`src/rtl/euler_pkg.sv`:
```
// Shared state encoding and default widths for the Euler step sequencer.
package euler_pkg;

   localparam int EULER_DATA_SIZE  = 16;
   localparam int EULER_STEP_CNT_W = 16;

   typedef enum logic [2:0] {
      IDLE     = 3'd0,
      LAUNCH   = 3'd1,
      WAIT_CLR = 3'd2,
      WAIT_FIN = 3'd3,
      DONE     = 3'd4
   } seq_state_e;

endpackage

```
`src/rtl/euler_step_watchdog.sv`:
```
// Per-step watchdog: down-counter loaded with the limit, terminal count flags a timeout.
// A zero limit loads zero and can never reach terminal count, which disables the watchdog.
module euler_step_watchdog #(
   parameter int TIMEOUT_W = 16
) (
   input  logic                 clk,
   input  logic                 rst,
   input  logic                 clear,
   input  logic                 en,
   input  logic [TIMEOUT_W-1:0] limit,
   output logic                 limit_hit
);

   logic [TIMEOUT_W-1:0] remain_q;
   logic [TIMEOUT_W-1:0] remain_d;

   always_comb begin
      remain_d = remain_q;
      if (clear) begin
         remain_d = limit;
      end else if (en && (remain_q != '0)) begin
         remain_d = remain_q - TIMEOUT_W'(1);
      end
   end

   always_ff @(posedge clk or negedge rst) begin
      if (!rst) begin
         remain_q <= '0;
      end else begin
         remain_q <= remain_d;
      end
   end

   // Fires during the limit-th enabled cycle after a load.
   assign limit_hit = en && (remain_q == TIMEOUT_W'(1));

endmodule

```
`src/rtl/euler_step_sequencer.sv`:
```
// Initiator side of the Euler core start/finish handshake: runs N back-to-back steps per command.
// Define EULER_SEQ_TIMEOUT_EN to add the timeout_limit/timeout_err ports and the per-step watchdog.
//
//  state    | meaning
//  ---------+-------------------------------------------------------------
//  IDLE     | cmd_ready high, waiting for a host command
//  LAUNCH   | core_start high for this single cycle
//  WAIT_CLR | waiting for the core to drop finish (stale high is ignored)
//  WAIT_FIN | waiting for finish to rise, then count the step
//  DONE     | done pulse, back to IDLE
module euler_step_sequencer
   import euler_pkg::*;
#(
   parameter int DATA_SIZE  = EULER_DATA_SIZE,
   parameter int STEP_CNT_W = EULER_STEP_CNT_W,
   parameter int TIMEOUT_W  = 16
) (
   input  logic                  clk,
   input  logic                  rst,
   input  logic                  cmd_valid,
   output logic                  cmd_ready,
   input  logic [DATA_SIZE-1:0]  cmd_h_step,
   input  logic [STEP_CNT_W-1:0] cmd_n_steps,
`ifdef EULER_SEQ_TIMEOUT_EN
   input  logic [TIMEOUT_W-1:0]  timeout_limit,
   output logic                  timeout_err,
`endif
   output logic                  core_start,
   output logic [DATA_SIZE-1:0]  core_h_step,
   input  logic                  core_finish,
   output logic                  busy,
   output logic                  done,
   output logic [STEP_CNT_W-1:0] steps_done
);

   seq_state_e            state_q,      state_d;
   logic [DATA_SIZE-1:0]  h_step_q,     h_step_d;
   logic [STEP_CNT_W-1:0] n_steps_q,    n_steps_d;
   logic [STEP_CNT_W-1:0] steps_done_q, steps_done_d;
   logic                  core_start_q, core_start_d;
   logic                  done_q,       done_d;
   logic                  busy_q,       busy_d;
   logic                  cmd_ready_q,  cmd_ready_d;

   logic                  accept;
   logic                  wd_hit;
   logic                  timeout_fire;
   logic [STEP_CNT_W:0]   steps_inc;

   assign accept    = cmd_valid && cmd_ready_q;
   // One extra bit so the compare against N cannot be fooled by wrap.
   assign steps_inc = {1'b0, steps_done_q} + {{STEP_CNT_W{1'b0}}, 1'b1};

`ifdef EULER_SEQ_TIMEOUT_EN
   logic [TIMEOUT_W-1:0] limit_q, limit_d;
   logic                 timeout_err_q, timeout_err_d;

   euler_step_watchdog #(
      .TIMEOUT_W (TIMEOUT_W)
   ) u_watchdog (
      .clk       (clk),
      .rst       (rst),
      .clear     (state_q == LAUNCH),
      .en        ((state_q == WAIT_CLR) || (state_q == WAIT_FIN)),
      .limit     (limit_q),
      .limit_hit (wd_hit)
   );

   always_comb begin
      limit_d       = limit_q;
      timeout_err_d = timeout_err_q;
      if (accept) begin
         limit_d       = timeout_limit;
         timeout_err_d = 1'b0;
      end else if (timeout_fire) begin
         timeout_err_d = 1'b1;
      end
   end

   always_ff @(posedge clk or negedge rst) begin
      if (!rst) begin
         limit_q       <= '0;
         timeout_err_q <= 1'b0;
      end else begin
         limit_q       <= limit_d;
         timeout_err_q <= timeout_err_d;
      end
   end

   assign timeout_err = timeout_err_q;
`else
   assign wd_hit = 1'b0;
`endif

   always_comb begin
      state_d      = state_q;
      h_step_d     = h_step_q;
      n_steps_d    = n_steps_q;
      steps_done_d = steps_done_q;
      core_start_d = 1'b0;
      done_d       = 1'b0;
      timeout_fire = 1'b0;

      case (state_q)
         IDLE: begin
            if (accept) begin
               h_step_d     = cmd_h_step;
               n_steps_d    = cmd_n_steps;
               steps_done_d = '0;
               if (cmd_n_steps != '0) begin
                  state_d      = LAUNCH;
                  core_start_d = 1'b1;
               end else begin
                  state_d = DONE;
                  done_d  = 1'b1;
               end
            end
         end
         LAUNCH: begin
            state_d = WAIT_CLR;
         end
         WAIT_CLR: begin
            // A limit reached here means finish never cleared; that is a timeout too.
            if (wd_hit) begin
               timeout_fire = 1'b1;
               state_d      = DONE;
               done_d       = 1'b1;
            end else if (!core_finish) begin
               state_d = WAIT_FIN;
            end
         end
         WAIT_FIN: begin
            if (core_finish) begin
               steps_done_d = steps_inc[STEP_CNT_W-1:0];
               if (steps_inc < {1'b0, n_steps_q}) begin
                  state_d      = LAUNCH;
                  core_start_d = 1'b1;
               end else begin
                  state_d = DONE;
                  done_d  = 1'b1;
               end
            end else if (wd_hit) begin
               timeout_fire = 1'b1;
               state_d      = DONE;
               done_d       = 1'b1;
            end
         end
         DONE: begin
            state_d = IDLE;
         end
         default: begin
            state_d = IDLE;
         end
      endcase

      busy_d      = (state_d != IDLE);
      cmd_ready_d = (state_d == IDLE);
   end

   always_ff @(posedge clk or negedge rst) begin
      if (!rst) begin
         state_q      <= IDLE;
         h_step_q     <= '0;
         n_steps_q    <= '0;
         steps_done_q <= '0;
         core_start_q <= 1'b0;
         done_q       <= 1'b0;
         busy_q       <= 1'b0;
         cmd_ready_q  <= 1'b1;
      end else begin
         state_q      <= state_d;
         h_step_q     <= h_step_d;
         n_steps_q    <= n_steps_d;
         steps_done_q <= steps_done_d;
         core_start_q <= core_start_d;
         done_q       <= done_d;
         busy_q       <= busy_d;
         cmd_ready_q  <= cmd_ready_d;
      end
   end

   assign cmd_ready   = cmd_ready_q;
   assign core_start  = core_start_q;
   assign core_h_step = h_step_q;
   assign busy        = busy_q;
   assign done        = done_q;
   assign steps_done  = steps_done_q;

endmodule

```
`config.mk`:
```
export PLATFORM = sky130hd
export DESIGN_NAME = euler_step_sequencer
export DESIGN_NICKNAME = d
export VERILOG_FILES = /design/src/rtl/euler_pkg.sv /design/src/rtl/euler_step_watchdog.sv /design/src/rtl/euler_step_sequencer.sv
export SDC_FILE = /design/constraint.sdc
export NUM_CORES = 1
export LEC_CHECK = 0
export ABC_AREA = 1
export CAP_MARGIN = 20
export CORE_AREA = 2 2 78 80
export DETAILED_ROUTE_END_ITERATION = 10
export DIE_AREA = 0 0 80 82
export HOLD_SLACK_MARGIN = 0.06
export PLACE_DENSITY = 0.83
export SETUP_SLACK_MARGIN = 0.05
export SKIP_LAST_GASP = 1
export SLEW_MARGIN = 5
export SYNTH_ARGS = -nofsm -noshare
export SYNTH_HDL_FRONTEND = slang
export SYNTH_SLANG_ARGS = --single-unit
```
`constraint.sdc`:
```
create_clock -name clk -period 4.6 [get_ports clk]
set_clock_uncertainty 0.1 [all_clocks]
set_input_delay 0.69 -clock clk [delete_from_list [all_inputs] [get_ports clk]]
set_output_delay 0.69 -clock clk [all_outputs]
set_load 0.01 [all_outputs]
```
==> impl_metrics.json, run 1 <==
{
  "outcome": "completed",
  "core_um2": 5750,
  "die_w_um": 80,
  "cts.sinks": 55,
  "syn_area_um2": 2920,
  "yosysTopAreaCell": "dfrtp_1",
  "cts_setup_buffers": 0,
  "placed_cells": 506,
  "grt_usage_pct": 21.2,
  "min_path_type": "flip-flop to flip-flop",
  "fin_crit_ps": 2670,
  "cp_max_fo": 6,
  "drv_slew": 0,
  "first_pass_iters": 4,
  "crit_buf_inv": 3,
  "worstSetupPathType": "flip-flop to flip-flop",
  "pwr_density_cell_nw_per_um2": 530,
  "slowest_stage": "dfrtp_1",
  "setup_viol": 0,
  "pre_cts_ws_ps": 1940,
  "cts_buffers": 5,
  "fin_hold_ws_ps": 390,
  "r2r_setup_slack_ps": 1930,
  "rows": 28,
  "vias": 2552,
  "holdPathEnd": "core_h_step[15]",
  "antenna_found_initial": 0,
  "drt_iter0_drc": 83,
  "synth.area.top_cells": "dfrtp_1 (46%), nand2_1 (16%), inv_1 (8.6%), ha_1 (6.9%), xor2_1 (3.0%)",
  "cts_resized": 0,
  "fin_tns_setup_ps": 0,
  "cts_buffer_depth": 2,
  "hp-start": "core_h_step[15]",
  "nets": 490,
  "cts.reportedPaths.clkPinSlew_ps": 90,
  "syn_nets": 416,
  "fin_cells": 514,
  "use_met1_pct": 25.2,
  "max_stage_delay_ps": 460,
  "yosysWarnings": 0,
  "start_util_pct": 50.8,
  "wl_um": 6510,
  "dpl.hpwl_um": 4960,
  "holdPathStages": 2,
  "drcViolationCount": 0,
  "synth.distinct_cells": 27,
  "busiest_layer": "met2",
  "die_y_um": 82,
  "async_flop_share_pct": 100,
  "yosysMostFrequentCell": "nand2_1",
  "relSlewSlack_pct": 55.0,
  "rsz0062_at_grt": "false",
  "first_global_vias": 2526,
  "max_freq_ghz": 0.375,
  "multi_input_area_um2": 1240,
  "fill_cells": 491,
  "drv_cap": 0,
  "ys.flop_type": "dfrtp_1",
  "p_leak_nw": 2.02,
  "syn_to_final_growth_pct": 30.8,
  "post-route-period-util_pct": 58.0,
  "synth_seq_area_share_pct": 47.2,
  "r2r_start": "steps_done[0]",
  "ir_worst_vdd_v": 0.000291,
  "rr_worst_depth": 19,
  "hold_buffers": 0,
  "die_area_um2": 6560,
  "ys_ff_latch": 55,
  "setup_ws_ps": 1930,
  "gp_congestion": 0.899,
  "end_kind": "flip-flop",
  "htree_levels": 2,
  "worst_pin_slew_ps": 675,
  "ant_nets": 0,
  "synth.top_cells.by_count": "nand2_1 (121), inv_1 (67), dfrtp_1 (54)",
  "grt_max_degree": 56,
  "grt_util_met3_pct": 4.73,
  "syn_area_per_cell_um2": 8.01,
  "grt.overflow.total": 0,
  "io_pins": 72,
  "drive_gt1_share_pct": 6.61,
  "insertedDiodeCount": 0,
  "cp_cell_sequence": "ha_1 > nand2_1 > nor2_4 > nand3_1 > xor2_1 > inv_1 > ha_1 > nand2_1 > inv_1 > nand2_1 > nand2_1 > nand2_1 > nand2_1 > nor2_1 > nand2_1 > nand2_1 > nand3_2 > inv_1 > nand2_1",
  "startpoint_type": "flip-flop",
  "synth_top_area_share_pct": 46.3,
  "grt_use_met2_pct": 38.3,
  "port_buffers": 71,
  "reg2reg_to": "busy",
  "synthCells": 364,
  "required_ps": 4710,
  "ff_latch_area_um2": 1380,
  "cp_common_cell": "nand2_1",
  "synth_edf_count": 0,
  "insertion_delay_ps": 310,
  "drt-vias-per-instance": 4.96,
  "routedWlPerCell_um": 12.7,
  "root_buffer": "clkbuf_8",
  "arrival_ps": 2780,
  "crit_family": "simple AND/OR/NAND/NOR gates",
  "hold_violations": 0,
  "utilization_pct": 66.4,
  "grt_first_pass_wirelength_um": 10900,
  "cts_tree": "done"
}
==> metal layers <==
layer | vias up | share of wire, %
met2 | 74 | 49
li1 | 1270 | -
met5 | - | 0
met4 | 0 | 1.6
met1 | 1197 | 43
met3 | 11 | 5.6
==> power breakdown <==
group / internal, mW / switching (mW)
registers: 0.679 / 0.132
logic: 0.428 / 0.461
clock network: 0.163 / 0.159
total: 1.27 / 0.751
==> worst max path at each step <==
stage | cells after the start | slack, ps | from | endpoint
floorplan | 21 | 2140 | steps_done[0] | busy
global placement | 21 | 2060 | steps_done[0] | busy
detailed placement | 19 | 1940 | steps_done[0] | busy
CTS | 19 | 1940 | steps_done[0] | busy
global route | 21 | 1580 | steps_done[0] | busy
finish | 19 | 1930 | steps_done[0] | busy
==> flip-flops by register name (all words and copies together), names as in the netlist <==
signal       count
cmd_ready        1
n_steps_q       16
core_h_step     16
state_q          3
busy             1
steps_done      16
done             1
core_start       1
==> cells in the final DEF (no fill, tap or decap), types with 2 or more instances in the layout <==
cell	n
nand2_2	3
nand3_1	9
dfrtp_1	54
inv_1	67
o21ai_0	14
buf_4	2
o22ai_1	7
nand3_2	3
clkbuf_8	5
ha_1	16
nand2_1	121
nor2_4	4
nand4_1	7
nor2_1	13
clkdlybuf4s50_1	70
inv_2	5
a22o_1	3
o21ai_1	9
xor2_1	10
a21oi_1	5
==> through the flow <==
| stage | instance area [um^2] | total power, mW |
|---|---|---|
| after floorplan | 2920 | 1.30 |
| after global placement | 3700 | 1.66 |
| after detailed placement | 3700 | 1.71 |
| after CTS | 3810 | 2.03 |
| after global routing | 3810 | 2.19 |
| final | 3810 | 2.02 |
==> kinds of logic after synthesis <==
kind of cell | count (synthesis) | share of synthesized area (%)
AND/OR/NAND/NOR | 165 | 24.9
adder cells (fa/ha/maj) | 16 | 6.86
XOR/XNOR | 10 | 3.00
buffers and inverters | 78 | 10.2
AO/OA/AOI/OAI | 40 | 7.77
flip-flops | 55 | 47.2
==> worst min-delay path: stages (launching register included) <==
cell and delay (ps):
dfrtp_1 350, nand2_1 60, nand2_1 50
==> layout make-up <==
type	instances	area share, %
clock buffers	6	1.90
clock inverters	2	0.984
inverters	72	7.09
multi-input cells	231	32.5
flip-flops and latches	55	36.1
well taps	75	2.46
repair buffers	73	18.9
No activity file was read; power rests on OpenSTA's default activity.
==> inputs of run 2 (changes only) <==
CORE_AREA = 2 2 81 83   (was 2 2 78 80)
DIE_AREA = 0 0 83 85   (was 0 0 80 82)
PLACE_DENSITY = 0.78   (was 0.83)
clock period = 2.6 ns   (was 4.6 ns; I/O delays follow)
==> impl_metrics.json, run 2 (synthesis gave the netlist of run 1 again) <==
{
  "outcome": "finished with violations",
  "violations": "negative setup slack",
  "routedWlPerCell_um": 13.1,
  "io_pins": 72,
  "pwr_density_cell_nw_per_um2": 887,
  "finalPower_mw": 3.75,
  "cp_max_fo": 3,
  "fin_crit_ps": 2660,
  "drv_cap": 0,
  "rr_worst_depth": 16,
  "hold_violations": 0,
  "drcViolationCount": 0,
  "ir_worst_vdd_v": 0.000689,
  "port_buffers": 71,
  "first_global_vias": 2608,
  "root_buffer": "clkbuf_8",
  "post-route-period-util_pct": 102,
  "cts.sinks": 55,
  "placed_cells": 513,
  "rsz0062_at_grt": "true",
  "hold_buffers": 0,
  "antenna_found_initial": 0,
  "drt-vias-per-instance": 4.91,
  "grt_max_degree": 49,
  "drv_slew": 0,
  "worst_pin_slew_ps": 906,
  "nets": 516,
  "cts.reportedPaths.clkPinSlew_ps": 100,
  "multi_input_area_um2": 1450,
  "startpoint_type": "flip-flop",
  "final_common_cell": "nand2_1",
  "pre_cts_ws_ps": -25.9,
  "relSlewSlack_pct": 39.6,
  "dpl.hpwl_um": 4770,
  "setup_viol": 2,
  "max_freq_ghz": 0.376,
  "gp_congestion": 0.891,
  "rows": 29,
  "arrival_ps": 2760,
  "start_util_pct": 47.0,
  "ant_nets": 0,
  "fill_cells": 498,
  "insertedDiodeCount": 0,
  "grt.overflow.total": 0,
  "grt_first_pass_wirelength_um": 11300,
  "vias": 2660,
  "cts_buffer_depth": 2,
  "end_kind": "flip-flop",
  "htree_levels": 2,
  "fin_cells": 542,
  "die_area_um2": 7060,
  "wl_um": 7110,
  "insertion_delay_ps": 310,
  "first_pass_iters": 5,
  "drt_iter0_drc": 127,
  "grt_usage_pct": 19.4,
  "p_leak_nw": 2.19,
  "min_path_type": "input pin to asynchronous set/reset pin",
  "ff_latch_area_um2": 1380,
  "worstSetupPathType": "flip-flop to flip-flop",
  "cts_tree": "done",
  "core_um2": 6200,
  "setup_ws_ps": -57.1,
  "drive_gt1_share_pct": 19.1,
  "syn_to_final_growth_pct": 44.8,
  "required_ps": 2710,
  "die_y_um": 85,
  "cts_buffers": 5,
  "die_w_um": 83,
  "final_cell_mix": "nand2_1 (114), clkdlybuf4s50_1 (70), inv_1 (65)"
}
-- run 2: per-layer routing --
metal | vias to the layer above | track usage (%) | share of wire (%) | wire, um
met5 | - | 0 | 0 | 0
met4 | 0 | 4.77 | 0.65 | 46
met3 | 5 | 5.84 | 7.1 | 502
met2 | 111 | 34.5 | 51 | 3650
met1 | 1232 | 23.3 | 41 | 2910
li1 | 1312 | - | - | -
-- run 2: area by class of cell --
type | count | share of cell area (%)
clock buffers | 7 | 2.28
clock inverters | 1 | 0.178
inverters | 72 | 6.46
multi-input cells | 231 | 34.2
flip-flops and latches | 55 | 32.7
well taps | 77 | 2.28
repair buffers | 99 | 21.9
-- run 2: metrics by stage --
step / hold WS [ps] / TNS [ps] / utilization [%] / instance area (um^2)
after floorplan: -5.59 / 0 / - / 2920
after global placement: 363 / 0 / 60.3 / 3740
after detailed placement: 365 / -25.9 / 60.3 / 3740
after CTS: 129 / 0 / 63.8 / 3960
after global routing: 180 / -856 / 68.1 / 4220
final: 94.5 / -97.3 / 68.1 / 4220
-- run 2: final timing paths --
path / startpoint / endpoint / slack, ps
worst max-delay path: steps_done[1] / busy / -60
worst min-delay path: rst / state_q[2] / 90
worst max register to register: steps_done[1] / busy / -60
worst min register to register: core_h_step[0] / core_h_step[0] / 390
max in group asynchronous: rst / steps_done[8] / 1580
min in group clk: core_h_step[0] / core_h_step[0] / 390
-- run 2: power breakdown --
group / internal [mW] / switching [mW] / leakage, nW
registers: 1.20 / 0.227 / 0.697
clock network: 0.243 / 0.281 / 0.0505
logic: 0.898 / 0.894 / 1.44
-- run 2: critical path, stage by stage (launching register included) --
cell     delay [ps]
dfrtp_1         430
nand3_4         100
nor2_4          150
nand2_2         100
nor3_4          250
nand2_1         140
xor2_2          180
ha_1            290
and3_4          190
nand2_1          60
nand2_1          60
nor2_2          140
nand2_1          90
nand2_2         100
nand3_2          70
inv_1            50
nand2_1          50
-- run 2: timing repair --
action / CTS / global route
setup endpoints to repair: 5 / 6
resized for setup: 9 / 34
pin swaps: 5 / 15
buffers inserted: 9 / 12
cloned: 0 / 0
